[src/rtl/majority_vote_pkg.sv]
// Shared types, limits and voting helpers for the N-modular-redundant voting register.
package majority_vote_pkg;

  // Health state of one replica.
  typedef enum logic [1:0] {
    CS_OK      = 2'b00,
    CS_SUSPECT = 2'b01,
    CS_FAILED  = 2'b10
  } copy_state_e;

  // Largest replica count supported; vote columns are zero-padded to this width.
  localparam int unsigned MAX_N = 7;

  // Width of the per-copy consecutive-mismatch counter (covers thresholds up to 255).
  localparam int unsigned HCNT_W = 8;

  // Number of set bits in a padded replica column.
  function automatic logic [3:0] popcount(input logic [MAX_N-1:0] v);
    logic [3:0] c;
    c = 4'd0;
    for (int i = 0; i < MAX_N; i++) begin
      c = c + {3'b000, v[i]};
    end
    return c;
  endfunction

  // Majority of one bit column over the healthy copies. A tie resolves to the
  // lowest-index healthy copy; with no healthy copy the result is copy 0.
  function automatic logic vote_bit(input logic [MAX_N-1:0] bits,
                                    input logic [MAX_N-1:0] healthy);
    logic [4:0] ones_x2;
    logic [4:0] n_healthy;
    logic       tie_bit;
    logic       found;
    ones_x2   = {popcount(bits & healthy), 1'b0};
    n_healthy = {1'b0, popcount(healthy)};
    tie_bit   = bits[0];
    found     = 1'b0;
    for (int i = 0; i < MAX_N; i++) begin
      if (!found && healthy[i]) begin
        tie_bit = bits[i];
        found   = 1'b1;
      end
    end
    if (n_healthy == 5'd0) begin
      return bits[0];
    end else if (ones_x2 > n_healthy) begin
      return 1'b1;
    end else if (ones_x2 < n_healthy) begin
      return 1'b0;
    end else begin
      return tie_bit;
    end
  endfunction

endpackage

[src/rtl/majority_vote_reg_copy_health_fsm.sv]
// Health tracker for a single replica: counts consecutive mismatching valid
// samples and latches a sticky failure once the threshold is reached.
module copy_health_fsm
  import majority_vote_pkg::*;
#(
  parameter int unsigned FAIL_THRESH = 4
) (
  input  logic clk_i,
  input  logic rst_ni,
  input  logic clear_i,
  input  logic valid_i,
  input  logic mismatch_i,
  output logic failed_o
);

  if (FAIL_THRESH < 1 || FAIL_THRESH > 255) begin : g_bad_thresh
    $error("copy_health_fsm: FAIL_THRESH must be in 1..255");
  end

  localparam logic [HCNT_W-1:0] THRESH = HCNT_W'(FAIL_THRESH);

  copy_state_e        state_r;
  copy_state_e        state_s;
  logic [HCNT_W-1:0]  cnt_r;
  logic [HCNT_W-1:0]  cnt_s;
  logic [HCNT_W-1:0]  cnt_inc_s;
  logic               failed_r;

  // Next-state and counter logic; clear overrides any effect of a same-cycle sample.
  always_comb begin
    state_s   = state_r;
    cnt_s     = cnt_r;
    cnt_inc_s = cnt_r + 8'd1;
    if (clear_i) begin
      state_s = CS_OK;
      cnt_s   = 8'd0;
    end else if (valid_i) begin
      case (state_r)
        CS_OK: begin
          if (mismatch_i) begin
            cnt_s   = 8'd1;
            state_s = (THRESH <= 8'd1) ? CS_FAILED : CS_SUSPECT;
          end else begin
            cnt_s   = 8'd0;
            state_s = CS_OK;
          end
        end
        CS_SUSPECT: begin
          if (mismatch_i) begin
            cnt_s   = cnt_inc_s;
            state_s = (cnt_inc_s >= THRESH) ? CS_FAILED : CS_SUSPECT;
          end else begin
            cnt_s   = 8'd0;
            state_s = CS_OK;
          end
        end
        CS_FAILED: begin
          state_s = CS_FAILED;
          cnt_s   = cnt_r;
        end
        default: begin
          state_s = CS_OK;
          cnt_s   = 8'd0;
        end
      endcase
    end else begin
      state_s = state_r;
      cnt_s   = cnt_r;
    end
  end

  // State, counter and registered failure flag.
  always_ff @(posedge clk_i or negedge rst_ni) begin
    if (!rst_ni) begin
      state_r  <= CS_OK;
      cnt_r    <= 8'd0;
      failed_r <= 1'b0;
    end else begin
      state_r  <= state_s;
      cnt_r    <= cnt_s;
      failed_r <= (state_s == CS_FAILED);
    end
  end

  assign failed_o = failed_r;

endmodule

[src/rtl/majority_vote_reg.sv]
// N-modular-redundant voting register: registers the bitwise majority of the
// healthy replicas, reports per-copy disagreement and excludes copies that
// disagree persistently.
module majority_vote_reg
  import majority_vote_pkg::*;
#(
  parameter int unsigned WIDTH       = 1,
  parameter int unsigned N           = 3,
  parameter int unsigned FAIL_THRESH = 4,
  parameter int unsigned CNT_W       = 8
) (
  input  logic                 clk_i,
  input  logic                 rst_ni,
  input  logic                 valid_i,
  input  logic [N*WIDTH-1:0]   x_i,
  input  logic                 clear_i,
  output logic [WIDTH-1:0]     y_o,
  output logic                 valid_o,
  output logic [N-1:0]         mismatch_o,
  output logic [N-1:0]         failed_o,
  output logic                 no_quorum_o,
  output logic [CNT_W-1:0]     err_cnt_o
);

  if ((N % 2) == 0 || N < 3 || N > MAX_N) begin : g_bad_n
    $error("majority_vote_reg: N must be odd and in 3..7");
  end
  if (FAIL_THRESH < 1) begin : g_bad_thresh
    $error("majority_vote_reg: FAIL_THRESH must be at least 1");
  end

  localparam logic [CNT_W-1:0] ERR_MAX = {CNT_W{1'b1}};

  logic [N-1:0]       failed_s;
  logic [MAX_N-1:0]   healthy_s;
  logic [MAX_N-1:0]   col_s;
  logic [WIDTH-1:0]   vote_s;
  logic [N-1:0]       mismatch_s;
  logic               no_quorum_s;

  logic [WIDTH-1:0]   y_r;
  logic               valid_r;
  logic [N-1:0]       mismatch_r;
  logic               no_quorum_r;
  logic [CNT_W-1:0]   err_cnt_r;

  // Combinational vote over the copies that are healthy in the current cycle.
  always_comb begin
    healthy_s = {MAX_N{1'b0}};
    col_s     = {MAX_N{1'b0}};
    vote_s    = {WIDTH{1'b0}};
    for (int k = 0; k < N; k++) begin
      healthy_s[k] = ~failed_s[k];
    end
    for (int w = 0; w < WIDTH; w++) begin
      col_s = {MAX_N{1'b0}};
      for (int k = 0; k < N; k++) begin
        col_s[k] = x_i[k*WIDTH + w];
      end
      vote_s[w] = vote_bit(col_s, healthy_s);
    end
    no_quorum_s = &failed_s;
  end

  // Every copy, failed or not, is compared against the vote.
  always_comb begin
    mismatch_s = {N{1'b0}};
    for (int k = 0; k < N; k++) begin
      mismatch_s[k] = |(x_i[k*WIDTH +: WIDTH] ^ vote_s);
    end
  end

  for (genvar k = 0; k < N; k++) begin : g_copy
    copy_health_fsm #(
      .FAIL_THRESH (FAIL_THRESH)
    ) u_health (
      .clk_i      (clk_i),
      .rst_ni     (rst_ni),
      .clear_i    (clear_i),
      .valid_i    (valid_i),
      .mismatch_i (mismatch_s[k]),
      .failed_o   (failed_s[k])
    );
  end

  // Voted result and per-sample status; held while no sample arrives.
  always_ff @(posedge clk_i or negedge rst_ni) begin
    if (!rst_ni) begin
      y_r         <= {WIDTH{1'b0}};
      valid_r     <= 1'b0;
      mismatch_r  <= {N{1'b0}};
      no_quorum_r <= 1'b0;
    end else if (valid_i) begin
      y_r         <= vote_s;
      valid_r     <= 1'b1;
      mismatch_r  <= mismatch_s;
      no_quorum_r <= no_quorum_s;
    end else begin
      valid_r     <= 1'b0;
    end
  end

  // Saturating count of samples where any copy disagreed; clear wins over counting.
  always_ff @(posedge clk_i or negedge rst_ni) begin
    if (!rst_ni) begin
      err_cnt_r <= {CNT_W{1'b0}};
    end else if (clear_i) begin
      err_cnt_r <= {CNT_W{1'b0}};
    end else if (valid_i && (|mismatch_s) && (err_cnt_r != ERR_MAX)) begin
      err_cnt_r <= err_cnt_r + CNT_W'(1);
    end else begin
      err_cnt_r <= err_cnt_r;
    end
  end

  assign y_o         = y_r;
  assign valid_o     = valid_r;
  assign mismatch_o  = mismatch_r;
  assign failed_o    = failed_s;
  assign no_quorum_o = no_quorum_r;
  assign err_cnt_o   = err_cnt_r;

endmodule

[config.mk]
export PLATFORM = sky130hd
export DESIGN_NAME = majority_vote_reg
export DESIGN_NICKNAME = d
export VERILOG_FILES = /design/src/rtl/majority_vote_pkg.sv /design/src/rtl/majority_vote_reg_copy_health_fsm.sv /design/src/rtl/majority_vote_reg.sv
export SDC_FILE = /design/constraint.sdc
export NUM_CORES = 1
export LEC_CHECK = 0
export BUFFER_PORTS_ARGS = -buffer_cell sky130_fd_sc_hd__buf_2
export CAP_MARGIN = 10
export CORE_MARGIN = 2
export CORE_UTILIZATION = 35
export CTS_CLUSTER_DIAMETER = 30
export DETAILED_ROUTE_END_ITERATION = 7
export GPL_TIMING_DRIVEN = 1
export MAX_ROUTING_LAYER = met4
export SLEW_MARGIN = 20
export SYNTH_ARGS = -nofsm -noshare
export SYNTH_HDL_FRONTEND = slang
export SYNTH_SLANG_ARGS = --single-unit
[constraint.sdc]
create_clock -name clk_i -period 6.01 [get_ports clk_i]
set_input_delay 0 -clock clk_i [delete_from_list [all_inputs] [get_ports clk_i]]
set_output_delay 0 -clock clk_i [all_outputs]
set_load 0.01 [all_outputs]
After elaboration in Yosys (flattened, before gate mapping). Cells that the tools add are included.

Add/subtract/negate cells: 12. Multiply operators: 0. Div/mod/pow operators: 0. Magnitude comparators: 5. Equality and inequality tests: 13. Shift operators: 0. Muxes and demuxes: 43. Bitwise operators: 7. Reduce and logical (&&, ||, !) cells: 16.

Operators with widths (number): $mux W8 (11); $pmux W8 S3 (3); $add A8 B1 Y8 const B (4); $ge A8 B3 Y1 const B (3); $mux W2 (12); $pmux W2 S3 (3); $mux W1 (14); $add A4 B1 Y4 const B (3); $eq A2 B2 Y1 const B (6); $ne A8 B8 Y1 const B (1); $add A2 B1 Y3 (2); $eq A2 B1 Y1 const B (3); $logic_not A2 Y1 (3); $ne A2 B2 Y1 const B (3); $reduce_and A2 Y1 (3); $gt A5 B3 Y1 (1); $lt A5 B3 Y1 (1); $add A1 B1 Y2 (2); $add A3 B1 Y4 const B (1); $logic_and A1 B1 Y1 (4); $logic_not A4 Y1 (1); $reduce_bool A2 Y1 (2); $and A3 B3 Y3 (1); $not A1 Y1 (3); other kinds (4) (6).

Register bits after elaboration: 47. Bits in latches: 0. RAM bits: 0. Bits in read-only memories: 0. Input bits: 7. Output and inout bits: 17. Word-level logic and storage cells: 110. Memories kept: 0.

Longest topological paths before layout.
Word-level depth: 18. Gate-level depth with buffers: 12. Mapped depth without buffers: 11.

Modules after synthesis. Synthesis repeated with hierarchy kept, for this count alone.

Cells, all modules: 324. Area total of the unflattened synthesis: 2872.8 um2.

Modules (own cells, without submodules): copy_health_fsm at g_copy[0].u_health ... (instances 2, cells an instance 80, area each 671.9 um2, sequential area each 275.3 um2); majority_vote_reg (instances 1, cells an instance 94, area each 913.4 um2, sequential area each 350.3 um2); copy_health_fsm at g_copy[2].u_health (instances 1, cells an instance 70, area each 615.6 um2, sequential area each 275.3 um2).

Worst setup path before layout. OpenSTA, ideal clock, no wires.

Path kind: register -> register. Start: register g_copy[0].u_health.failed_r. End: register err_cnt_r[6] (netlist: err_cnt_o[6]). Library setup time: 0.125 ns. Arrival: 3.091 ns. Path slack: 2.795 ns. Stages on the path, launching flop included: 13. Buffers on the path: 1. Clock period less this slack: 3.215 ns. Path through: dfrtp_1 -> inv_1 -> nand2_1 -> fa_1 -> inv_1 -> ha_1 -> nor2b_1 -> o21ai_4 -> or3_1 -> o211a_1 -> buf_6 -> nor4_1 -> mux2_2.

Longest elaborated chain between the ends: 17.

Ends and longest elaborated chain: from (decl) (line majority_vote_reg_copy_health_fsm.sv:27) `logic failed_r;`; from (signal assigned) (line majority_vote_reg_copy_health_fsm.sv:81) `failed_r <= (state_s == CS_FAILED);`; $not A1 Y1 (line majority_vote_reg.sv:53) `healthy_s[k] = ~failed_s[k];`; $and A3 B3 Y3 (line majority_vote_pkg.sv:35) `ones_x2 = {popcount(bits & healthy), 1'b0};`; $add A1 B1 Y2 (line majority_vote_pkg.sv:22) `c = c + {3'b000, v[i]};`; $add A2 B1 Y3 (line majority_vote_pkg.sv:22); $add A3 B1 Y4 (line majority_vote_pkg.sv:22); $add A4 B1 Y4 (3 in series) (line majority_vote_pkg.sv:22); $lt A5 B3 Y1 (line majority_vote_pkg.sv:49) `end else if (ones_x2 < n_healthy) begin`; $mux W1 (line majority_vote_pkg.sv:49); $mux W1 (line majority_vote_pkg.sv:47) `end else if (ones_x2 > n_healthy) begin`; $mux W1 (*) (line majority_vote_pkg.sv:45) `if (n_healthy == 5'd0) begin`; $xor A1 B1 Y1 (line majority_vote_reg.sv:69) `mismatch_s[k] = |(x_i[k*WIDTH +: WIDTH] ^ vote_s);`; $reduce_or A3 Y1 (*) (line majority_vote_reg.sv:109) `end else if (valid_i && (|mismatch_s) && (err_cnt_r != ERR_MAX)) begin`; $logic_and A1 B1 Y1 (*) (2 in series) (line majority_vote_reg.sv:109); $reduce_bool A2 Y1 (no source line) (*); to (signal assigned) (line majority_vote_reg.sv:108) `err_cnt_r <= {CNT_W{1'b0}};`; to (signal assigned) (line majority_vote_reg.sv:110) `err_cnt_r <= err_cnt_r + CNT_W'(1);`; to (signal assigned) (line majority_vote_reg.sv:112) `err_cnt_r <= err_cnt_r;`; to (decl) (line majority_vote_reg.sv:45) `logic [CNT_W-1:0] err_cnt_r;`.

Mark *: on every way between the ends. The rest lies on a longest branch, timed or not. A chain may end at the register's enable or synchronous reset.

Worst setup path in the final report.
Start: register g_copy[0].u_health.failed_r. End: register g_copy[1].u_health.cnt_r[1].

Longest elaborated chain between the ends: 17.

Ends and longest elaborated chain: $not A1 Y1 (line majority_vote_reg.sv:53); $and A3 B3 Y3 (line majority_vote_pkg.sv:35); $add A1 B1 Y2 (line majority_vote_pkg.sv:22); $add A2 B1 Y3 (line majority_vote_pkg.sv:22); $add A3 B1 Y4 (line majority_vote_pkg.sv:22); $add A4 B1 Y4 (3 in series) (line majority_vote_pkg.sv:22); $lt A5 B3 Y1 (line majority_vote_pkg.sv:49); $mux W1 (line majority_vote_pkg.sv:49); $mux W1 (line majority_vote_pkg.sv:47); $mux W1 (*) (line majority_vote_pkg.sv:45); $xor A1 B1 Y1 (*) (line majority_vote_reg.sv:69); $mux W8 (*) (line majority_vote_reg_copy_health_fsm.sv:49) `if (mismatch_i) begin`; $pmux W8 S3 (*) (line majority_vote_reg_copy_health_fsm.sv:38) `case (state_r)`; $mux W8 (*) (line majority_vote_reg_copy_health_fsm.sv:37) `end else if (valid_i) begin`; $mux W8 (*) (line majority_vote_reg_copy_health_fsm.sv:34) `if (clear_i) begin`; to (signal assigned) (line majority_vote_reg_copy_health_fsm.sv:80) `cnt_r <= cnt_s;`; to (decl) (line majority_vote_reg_copy_health_fsm.sv:24) `logic [HCNT_W-1:0] cnt_r;`.

Mark *: on every way between the ends. The rest lies on a longest branch, timed or not. The select of a mux whose other input is x is not followed.

==> flow_summary.toml <==
[cells_and_area]
n_antenna_cell = 0
layout-drive-gt1-share = 0.146
utilization = 0.397
areaGrowthSynthToFinish_pct = 9.79
nFillCells = 862
nets = 368

[setup_path]
cp-end-kind = "flip-flop"
cp_max_fo = 13
arrival_ps = 3850
cp.required_ps = 6200
cp-start-kind = "flip-flop"
critPathKind = "flip-flop to flip-flop"

[synthesis]
yosysWarnings = 0
ys_ff_latch = 47
ys_seq_area_frac = 0.393
async_flop_share = 1.00
syn_area_um2 = 2990
synth_cell_type_count = 60
synthCells = 339
synth_flop_cell = "dfrtp_1"
avgSynthCellArea_um2 = 8.82
synth_edf_count = 0
syn_nets = 353

[sta]
period_share = 0.608
skew_ps = 5.77
fin_crit_ps = 3660
whs_ps = 89.4
fin_tns_setup_ps = 0
worst_slew_pin_slew_ps = 891
slew_headroom = 0.401
hold_viol = 0
finalSetupViolCount = 0
final_max_slew_viol_count = 0
fmax_mhz = 274
fin_ws_ps = 2350
rsz0062_at_grt = "no"

[placement]
portBuffers = 23
place_congestion = 0.842
hpwl_um = 4390
pre_cts_ws_ps = 2350

[floorplanning]
coreArea_um2 = 8260
dieHeight_um = 96.4
rows = 33
io_pins = 24
die_x_um = 96.4
initial_core_util = 0.362
dieArea_um2 = 9300

[power_and_ir_drop]
leakage_nw = 1.38
max-vdd-ir-drop_mv = 0.100
total_power_w = 0.000644
powerDensity_nw_per_um2 = 196

[grt]
grt_usage = 0.147
antenna_found_initial = 0
grt_pass1_wl_um = 10700
grt_max_degree = 48
grt_pass1_vias = 2280
overflow = 0

[drt]
drt_iter0_drc = 111
drc = 0
via_per_inst = 5.50
postRouteAntennaNets = 0
dr_total_vias = 2529
firstDrtPassIters = 4
wl_per_cell_um = 13.5
drt-total-wl_um = 6230

[min_path]
hp-class = "input pin to flip-flop"

[clocking]
clock_latency_ps = 300
cts.path.max_buffers = 2
cts_tree = "done"
clock-sinks = 47
cts_made_buffers = 5
postCtsSetupRepairBufs = 0
htree_levels = 2
cts_root_buf = "clkbuf_8"
clk_pin_slew_ps = 90

[run]
maxCapViolations = 0

[run_status]
status = "complete, no violations"
-- metal layers --
layer	share of wire	vias up	global-route usage
met1	0.50	1213	0.207
li1	-	1267	-
met5	0	-	-
met4	0.0071	0	0.0340
met2	0.46	45	0.226
met3	0.029	4	0.0225
-- power by group --
part           switching (W)  internal (W)
Clock               0.000114      0.000124
Combinational      0.0000464     0.0000261
Sequential        0.00000886      0.000325
-- state kept, by name, indices dropped and copies added (netlist names) --
| register | cells |
|---|---|
| no_quorum_o | 1 |
| y_o | 1 |
| valid_o | 1 |
| err_cnt_o | 8 |
| g_copy.u_health.cnt_r | 24 |
| mismatch_o | 3 |
| g_copy.u_health.failed_o | 3 |
| g_copy.u_health.state_r | 6 |
-- per-stage QoR --
step,cells,cell area [um2]
2_1_floorplan,339,2990
3_3_place_gp,451,3160
3_5_place_dp,451,3160
4_1_cts,460,3280
5_1_grt,460,3280
6_report,460,3280
-- critical path, stage by stage, from the launching register on --
cell	delay, ps
dfrtp_1	430
inv_1	110
nand2_1	80
fa_1	550
inv_1	40
ha_1	270
nand3b_1	150
a2111oi_4	400
o21ai_0	230
xor2_1	740
nand2_1	160
o41ai_1	380
-- kinds of logic (layout without fill, tap and decap cells) --
family                     Yosys count  count (layout)  share of synthesized area
xor gates and xnor gates             8               8                     0.0234
and+or+nand+nor                    141             141                      0.249
buffers and inverters               34              50                     0.0502
DFF                                 47              47                      0.393
AOI/OAI and AO/OA                   94              94                      0.221
muxes                                8               8                     0.0289
adders and majority gates            7               7                     0.0343
-- area by class of cell --
cell class                 count  area, um2  area share
tap                          105        131      0.0400
clock inverter                 3       43.8      0.0133
clock buffer                   5       68.8      0.0210
multi-input combinational    258       1660       0.507
sequential                    47       1180       0.358
timing repair buffer          25        135      0.0412
inverter                      17       63.8      0.0194
-- final timing paths --
check | startpoint | end | slack [ps] | cells past startpoint
hold reg to reg | mismatch_o[1]$_DFFE_PN0P_ | mismatch_o[1]$_DFFE_PN0P_ | 510 | 1
hold / removal | valid_i | valid_o$_DFF_PN0_ | 90 | 1
min in group asynchronous | rst_ni | g_copy[2].u_health.cnt_r[5]$_DFFE_PN0P_ | 230 | 2
setup reg to reg | g_copy[0].u_health.failed_o$_DFF_PN0_ | g_copy[1].u_health.cnt_r[1]$_DFFE_PN0P_ | 2350 | 11
max in group asynchronous | rst_ni | g_copy[2].u_health.state_r[1]$_DFF_PN0_ | 5350 | 2
setup / recovery | g_copy[0].u_health.failed_o$_DFF_PN0_ | g_copy[1].u_health.cnt_r[1]$_DFFE_PN0P_ | 2350 | 11
-- cells in the final DEF (no fill, tap or decap), types with 4 or more instances in the layout --
cell / synthesis / final
a22o_1: 4 / 4
nor2_1: 23 / 23
nor3_1: 7 / 7
ha_1: 5 / 5
a21oi_1: 26 / 26
nand2b_1: 12 / 12
a21o_1: 5 / 5
o21ai_0: 18 / 18
nand2_1: 33 / 33
buf_2: 2 / 22
nor2b_1: 5 / 5
nand4_1: 6 / 6
clkbuf_8: 0 / 5
nand3_1: 19 / 19
dfrtp_1: 47 / 47
and3_1: 5 / 5
mux2_2: 5 / 5
or3_1: 4 / 4
inv_1: 17 / 17
a31oi_1: 10 / 10
xor2_1: 6 / 6
nor4_1: 5 / 5
a211oi_1: 5 / 5
-- synth_stat cells, types with 3 or more instances --
| master | count | area (um2) |
|---|---|---|
| dfrtp_1 | 47 | 1180 |
| nand2_1 | 33 | 124 |
| a21oi_1 | 26 | 130 |
| nor2_1 | 23 | 86.3 |
| nand3_1 | 19 | 95.1 |
| o21ai_0 | 18 | 90.1 |
| inv_1 | 17 | 63.8 |
| nand2b_1 | 12 | 75.1 |
| a31oi_1 | 10 | 62.6 |
| clkbuf_1 | 10 | 37.5 |
| nor3_1 | 7 | 35.0 |
| nand4_1 | 6 | 37.5 |
| xor2_1 | 6 | 52.6 |
| a211oi_1 | 5 | 37.5 |
| a21o_1 | 5 | 37.5 |
| and3_1 | 5 | 31.3 |
| ha_1 | 5 | 62.6 |
| mux2_2 | 5 | 56.3 |
| nor2b_1 | 5 | 31.3 |
| nor4_1 | 5 | 31.3 |
| a22o_1 | 4 | 35.0 |
| or3_1 | 4 | 25.0 |
| and2_1 | 3 | 18.8 |
| buf_4 | 3 | 22.5 |
| mux2i_1 | 3 | 30.0 |
| nand3b_1 | 3 | 22.5 |
| nor3b_1 | 3 | 22.5 |
| o31ai_1 | 3 | 22.5 |
| o41ai_1 | 3 | 26.3 |
| or4_1 | 3 | 22.5 |
-- what timing repair did --
item,4_1_cts,5_1_grt
hold buffers,1,0
gates resized for setup,0,0
setup endpoints to repair,0,0
endpoints found under the hold margin,47,0
(Power assumes the default switching activity.)
